===== src/rtl/pwm_ramp_ctrl.sv =====
// APB master that programs one pwm channel and ramps its duty register in fixed steps.
// Optional PWM_RAMP_LOOP_EN: swap start/end on arrival and keep ramping (triangle wave).
module pwm_ramp_ctrl #(
  parameter int unsigned NUM_CHANNELS = 2,
  parameter logic [31:0] BASE_ADDR    = 32'h0,
  parameter logic [2:0]  CTRL_ON      = 3'b001,
  localparam int         CH_W         = (NUM_CHANNELS > 1) ? $clog2(NUM_CHANNELS) : 1
) (
  input  logic            clk,
  input  logic            rst,
  input  logic            start,
  input  logic            stop,
  input  logic [CH_W-1:0] ch,
  input  logic [31:0]     period,
  input  logic [31:0]     duty_start,
  input  logic [31:0]     duty_end,
  input  logic [31:0]     step,
  input  logic [15:0]     hold_cycles,
  output logic            busy,
  output logic            done,
  output logic [31:0]     paddr,
  output logic [31:0]     pwdata,
  output logic            psel,
  output logic            penable,
  output logic            pwrite
);

  typedef enum logic [2:0] {
    S_IDLE, S_SETUP, S_ACCESS, S_HOLD, S_OFF_SETUP, S_OFF_ACCESS
  } state_t;

  typedef enum logic [1:0] {W_PERIOD, W_DUTY, W_CTRL, W_RAMP} wsel_t;

  localparam logic [1:0] IDX_PERIOD = 2'd0;
  localparam logic [1:0] IDX_DUTY   = 2'd1;
  localparam logic [1:0] IDX_CTRL   = 2'd2;

  state_t          state;
  wsel_t           wsel;
  logic [CH_W-1:0] ch_q;
  logic [31:0]     dend_q;
  logic [31:0]     step_q;
  logic [15:0]     hold_q;
  logic [15:0]     hold_cnt;
  logic [31:0]     duty_cur;
  logic            stop_pend;
`ifdef PWM_RAMP_LOOP_EN
  logic [31:0]     dstart_q;
`endif

  logic [31:0] diff;
  logic [31:0] duty_next;
  logic        up;
  logic [15:0] hold_load;

  function automatic logic [31:0] reg_addr(input logic [CH_W-1:0] c, input logic [1:0] idx);
    return BASE_ADDR + 32'(4 * (3 * int'(c) + int'(idx)));
  endfunction

  // Step toward duty_end without ever passing it; step==0 means jump straight there.
  always_comb begin
    up        = dend_q > duty_cur;
    diff      = up ? (dend_q - duty_cur) : (duty_cur - dend_q);
    hold_load = (hold_q == 16'd0) ? 16'd1 : hold_q;
    if (step_q == 32'd0 || step_q >= diff) duty_next = dend_q;
    else if (up)                           duty_next = duty_cur + step_q;
    else                                   duty_next = duty_cur - step_q;
  end

  // NOTE: all sequential state uses non-blocking assignments so every register
  // samples the pre-edge values, regardless of statement order in this block.
  always_ff @(posedge clk) begin
    if (rst) begin
      state     <= S_IDLE;
      wsel      <= W_PERIOD;
      ch_q      <= '0;
      dend_q    <= '0;
      step_q    <= '0;
      hold_q    <= '0;
      hold_cnt  <= '0;
      duty_cur  <= '0;
      stop_pend <= 1'b0;
`ifdef PWM_RAMP_LOOP_EN
      dstart_q  <= '0;
`endif
      busy      <= 1'b0;
      done      <= 1'b0;
      paddr     <= '0;
      pwdata    <= '0;
      psel      <= 1'b0;
      penable   <= 1'b0;
      pwrite    <= 1'b0;
    end else begin
      done <= 1'b0;
      case (state)
        S_IDLE: begin
          stop_pend <= 1'b0;
          if (start && !stop && (32'(ch) < NUM_CHANNELS)) begin
            ch_q     <= ch;
            dend_q   <= duty_end;
            step_q   <= step;
            hold_q   <= hold_cycles;
            duty_cur <= duty_start;
`ifdef PWM_RAMP_LOOP_EN
            dstart_q <= duty_start;
`endif
            wsel     <= W_PERIOD;
            state    <= S_SETUP;
            busy     <= 1'b1;
            psel     <= 1'b1;
            pwrite   <= 1'b1;
            paddr    <= reg_addr(ch, IDX_PERIOD);
            pwdata   <= period;
          end
        end
        S_SETUP: begin
          penable <= 1'b1;
          state   <= S_ACCESS;
          if (stop) stop_pend <= 1'b1;
        end
        S_ACCESS: begin
          penable <= 1'b0;
          if (stop || stop_pend) begin
            stop_pend <= 1'b0;
            state     <= S_OFF_SETUP;
            paddr     <= reg_addr(ch_q, IDX_CTRL);
            pwdata    <= '0;
          end else if (wsel == W_PERIOD) begin
            wsel   <= W_DUTY;
            state  <= S_SETUP;
            paddr  <= reg_addr(ch_q, IDX_DUTY);
            pwdata <= duty_cur;
          end else if (wsel == W_DUTY) begin
            wsel   <= W_CTRL;
            state  <= S_SETUP;
            paddr  <= reg_addr(ch_q, IDX_CTRL);
            pwdata <= 32'(CTRL_ON);
          end else if (duty_cur != dend_q) begin
            state    <= S_HOLD;
            psel     <= 1'b0;
            pwrite   <= 1'b0;
            hold_cnt <= hold_load;
          end else begin
`ifdef PWM_RAMP_LOOP_EN
            dend_q   <= dstart_q;
            dstart_q <= dend_q;
            state    <= S_HOLD;
            psel     <= 1'b0;
            pwrite   <= 1'b0;
            hold_cnt <= hold_load;
`else
            state  <= S_IDLE;
            busy   <= 1'b0;
            done   <= 1'b1;
            psel   <= 1'b0;
            pwrite <= 1'b0;
`endif
          end
        end
        S_HOLD: begin
          if (stop) begin
            state  <= S_OFF_SETUP;
            psel   <= 1'b1;
            pwrite <= 1'b1;
            paddr  <= reg_addr(ch_q, IDX_CTRL);
            pwdata <= '0;
          end else if (hold_cnt <= 16'd1) begin
            state    <= S_SETUP;
            wsel     <= W_RAMP;
            duty_cur <= duty_next;
            psel     <= 1'b1;
            pwrite   <= 1'b1;
            paddr    <= reg_addr(ch_q, IDX_DUTY);
            pwdata   <= duty_next;
          end else begin
            hold_cnt <= hold_cnt - 16'd1;
          end
        end
        S_OFF_SETUP: begin
          penable <= 1'b1;
          state   <= S_OFF_ACCESS;
        end
        S_OFF_ACCESS: begin
          psel    <= 1'b0;
          penable <= 1'b0;
          pwrite  <= 1'b0;
          busy    <= 1'b0;
          state   <= S_IDLE;
        end
        default: state <= S_IDLE;
      endcase
    end
  end

endmodule


===== config.mk =====
export PLATFORM = sky130hd
export DESIGN_NAME = pwm_ramp_ctrl
export DESIGN_NICKNAME = d
export VERILOG_FILES = /design/src/rtl/pwm_ramp_ctrl.sv
export SDC_FILE = /design/constraint.sdc
export NUM_CORES = 1
export LEC_CHECK = 0
export ABC_CLOCK_PERIOD_IN_PS = 13100
export CAP_MARGIN = 15
export CORE_ASPECT_RATIO = 0.8
export CORE_MARGIN = 3
export CORE_UTILIZATION = 60
export CTS_BUF_LIST = sky130_fd_sc_hd__clkbuf_16
export CTS_CLUSTER_SIZE = 20
export DETAILED_ROUTE_END_ITERATION = 6
export PLACE_DENSITY = 0.93
export SLEW_MARGIN = 25
export SYNTH_ARGS = -nofsm -noshare
export SYNTH_HDL_FRONTEND = slang
export SYNTH_SLANG_ARGS = --single-unit
export TNS_END_PERCENT = 1

===== constraint.sdc =====
create_clock -name clk -period 13.1 [get_ports clk]
set_clock_uncertainty 0.1 [all_clocks]
set_input_delay 1.965 -clock clk [delete_from_list [all_inputs] [get_ports clk]]
set_output_delay 1.965 -clock clk [all_outputs]
set_load 0.03 [all_outputs]

==> flow_metrics.env <==
export IMPL_synthTopCellsByArea="dfxtp_1 24%, ha_1 11%, a21oi_1 8.8%"
export IMPL_synth_edf_count=0
export IMPL_synthTopCellsByCount="265 x nand2_1, 252 x a21oi_1, 174 x dfxtp_1"
export IMPL_netlist_instances=1952
export IMPL_drc=0
export IMPL_crit_slowest_cell="or4b_1"
export IMPL_cts_tree="built"
export IMPL_layout_area_overhead_vs_synth_pct=16.8
export IMPL_cts_resized=0
export IMPL_nets=2335
export IMPL_switching_share_pct=45.8
export IMPL_ys_seq_elements=174
export IMPL_clkSinkCount=174
export IMPL_clk_pin_slew_worst_paths_ns=0.08
export IMPL_first_pass_iters=6
export IMPL_cp_max_fo=45
export IMPL_netSwitchingPower_mw=1.14
export IMPL_cp_depth=22
export IMPL_reg2regPathDepth=22
export IMPL_setup_tns_ns=0
export IMPL_gp_congestion=1.07
export IMPL_slowest_delay_ns=0.69
export IMPL_worstSetupStartpointType="flip-flop"
export IMPL_power_leakage_nw=6.86
export IMPL_fin_crit_sh_pct=59.0
export IMPL_start_util_pct=62.3
export IMPL_hp_class="reg2reg"
export IMPL_power_density_nw_per_um2=148
export IMPL_arrival_ns=7.93
export IMPL_grt_use_total_pct=39.6
export IMPL_vdd_drop_max_mv=0.0929
export IMPL_p_int_mw=1.35
export IMPL_tightest_slew_ns=1.08
export IMPL_synth_top_area_share_pct=24.3
export IMPL_max_freq_ghz=0.129
export IMPL_grt_pass1_wl_um=80600
export IMPL_cts_max_path_buffers=2
export IMPL_outcome="complete, no violations"
export IMPL_hold_viol_final=0
export IMPL_grt_overflow_total=0
export IMPL_r2r_end="duty_cur[0]$_SDFFE_PP0P_"
export IMPL_clock_root_buffer="clkbuf_16"
export IMPL_n_antenna_cell=0
export IMPL_drt_initial_drc_count=2050
export IMPL_ys_seq_area_share_pct=24.3
export IMPL_clk_latency_ns=0.46
export IMPL_postCtsHoldBufs=0
export IMPL_multi_input_area_um2=9940
export IMPL_synth_most_common_cell="nand2_1"
export IMPL_finalSetupViolCount=0
export IMPL_io_pins=218
export IMPL_maxSlewHeadroom_pct=27.2
export IMPL_pwr_share_clk_pct=21.5
export IMPL_register_area_um2=3480
export IMPL_cap_violations=0
export IMPL_grt_pass1_vias=14800
export IMPL_path_buf_inv=2
export IMPL_criticalPathCategory="reg2reg"
export IMPL_cts_htree_levels=4
export IMPL_grt_start_max_net_pins=85
export IMPL_ys_types=84
export IMPL_die_area_um2=25800
export IMPL_rows=49
export IMPL_dpl_cell_area_um2=16100
export IMPL_final_cell_area_um2=16700
export IMPL_ant_nets=0
export IMPL_cp_required_ns=13.30
export IMPL_final_max_slew_violation_count=0
export IMPL_detail_route_wl_per_cell_um=22.2
export IMPL_pre_cts_ws_ns=5.59
export IMPL_period_minus_slack_ns=7.73
export IMPL_post_synth_cell_area_avg_um2=7.34
export IMPL_die_w_um=179
export IMPL_hold_end="paddr[4]$_SDFFE_PP0P_"
export IMPL_netlist_area_um2=14300
export IMPL_vias=15600
export IMPL_endpoint_kind="flip-flop"
export IMPL_postCtsSetupBuffers=0
export IMPL_crit_family="compound AO/OA/AOI/OAI gates"
export IMPL_hp_start="paddr[4]$_SDFFE_PP0P_"
export IMPL_viasPerCell=6.59
export IMPL_rr_startpoint="dend_q[24]$_SDFFE_PP0P_"
export IMPL_setup_ws_ns=5.37
export IMPL_synth_area_leader_cell="dfxtp_1"
export IMPL_synth_ff_type="dfxtp_1"
export IMPL_yosys_warnings=0
export IMPL_seqPwrFrac_pct=24.5
export IMPL_antenna_found_initial=0
export IMPL_die_h_um=144
export IMPL_synthArstFlopShare_pct=0
export IMPL_drive_gt1_share_pct=3.78
export IMPL_r2r_slack_ns=5.37
export IMPL_drt_wl_total_um=52700
export IMPL_rsz0062_at_grt="false"
export IMPL_core_area_um2=23000
export IMPL_dp_hpwl_um=39200
export IMPL_path_cells="inv_1 -> ha_1 -> nand4_1 -> or4_4 -> or4b_1 -> o21ai_4 -> mux2i_1 -> a21boi_1 -> o22ai_1 -> a22oi_1 -> xor2_1 -> ha_1 -> nand4_1 -> a21oi_1 -> a2111oi_0 -> nor2_1 -> nor3_4 -> buf_4 -> nor2_1 -> a21oi_1 -> a211oi_1 -> a211oi_1"
export IMPL_numCtsBuffers=17
export IMPL_port_buffers=188
export IMPL_fillers=1822
export IMPL_worstHoldPathCells=2
export IMPL_pwr_share_comb_pct=54.0
==> worst max-delay path by stage <==
stage	end	slack (ns)	from
3_3_place_gp	duty_cur[0]$_SDFFE_PP0P_	5.70	dend_q[26]$_SDFFE_PP0P_
4_1_cts	duty_cur[0]$_SDFFE_PP0P_	5.55	dend_q[24]$_SDFFE_PP0P_
3_5_place_dp	duty_cur[0]$_SDFFE_PP0P_	5.59	dend_q[24]$_SDFFE_PP0P_
6_report	duty_cur[0]$_SDFFE_PP0P_	5.37	dend_q[24]$_SDFFE_PP0P_
5_1_grt	duty_cur[0]$_SDFFE_PP0P_	4.93	dend_q[24]$_SDFFE_PP0P_
2_1_floorplan	duty_cur[30]$_SDFFE_PP0P_	7.24	dend_q[28]$_SDFFE_PP0P_
==> placed cells by master (no fill, tap or decap), types with 14 or more instances in the layout <==
cell,count
a211oi_1,45
clkbuf_16,17
o21bai_1,15
xnor2_1,39
dfxtp_1,174
a21oi_1,251
nor3_1,33
nand3_1,33
mux2i_1,33
xor2_1,50
nand4_1,18
ha_1,131
inv_1,88
nand2_1,265
a21o_1,44
a22oi_1,23
clkdlybuf4s50_1,187
o31ai_1,23
a221oi_1,14
o211ai_1,22
nor2_1,165
conb_1,29
o21ai_0,127
buf_4,17
==> power groups by stage <==
stage	Sequential (mW)	Combinational, mW	Clock (mW)
final	0.608	1.34	0.535
after global routing	0.610	1.44	0.553
after CTS	0.606	1.31	0.532
after detailed placement	0.617	1.30	0
after global placement	0.614	1.28	0
after floorplan	0.631	0.910	0
==> worst min-delay path, cell delays in order (launching register included) <==
cell,delay (ns)
dfxtp_1,0.32
nand2_1,0.05
a21oi_1,0.05
==> metal layers <==
metal | global-route usage [%] | vias to the layer above | wire length, um
met5 | 0 | - | 0
met4 | 20.0 | 0 | 2850
met3 | 9.11 | 214 | 5750
met2 | 62.4 | 991 | 23200
met1 | 51.0 | 7282 | 20900
li1 | - | 7149 | -
==> state kept, by name, summed over array words and instances, names as in the netlist <==
name and count:
hold_cnt 16, paddr 3, stop_pend 1, pwdata 32, step_q 32, ch_q 1
hold_q 16, pwrite 1, penable 1, wsel 2, state 3, done 1
busy 1, dend_q 32, duty_cur 32
==> cell families (layout without fill, tap and decap cells) <==
group	after synthesis	count (layout)	synth area share [%]
other	1	29	0.0262
muxes	34	34	2.38
buffers and inverters	240	325	7.42
DFF	174	174	24.3
AOI/OAI and AO/OA	672	672	29.8
and+or+nand+nor	608	608	18.8
adders and majority gates	134	134	11.9
xor gates and xnor gates	89	89	5.44
==> through the flow <==
step	instances	utilization, %	hold WS (ns)	total power, mW
2_1_floorplan	1980	-	0.336	1.54
3_3_place_gp	2339	70.2	0.338	1.90
3_5_place_dp	2339	70.2	0.354	1.91
4_1_cts	2371	72.8	0.364	2.44
5_1_grt	2371	72.8	0.392	2.61
6_report	2371	72.8	0.364	2.48
==> area by class of cell <==
cell class,count,share of cell area (%)
Tap cell,306,2.29
Clock inverter,15,1.05
Sequential cell,174,20.8
Timing Repair Buffer,204,11.9
Inverter,89,2.00
Clock buffer,17,2.54
Multi-Input combinational cell,1566,59.4
Note: power is estimated with default switching activity, not from simulation.
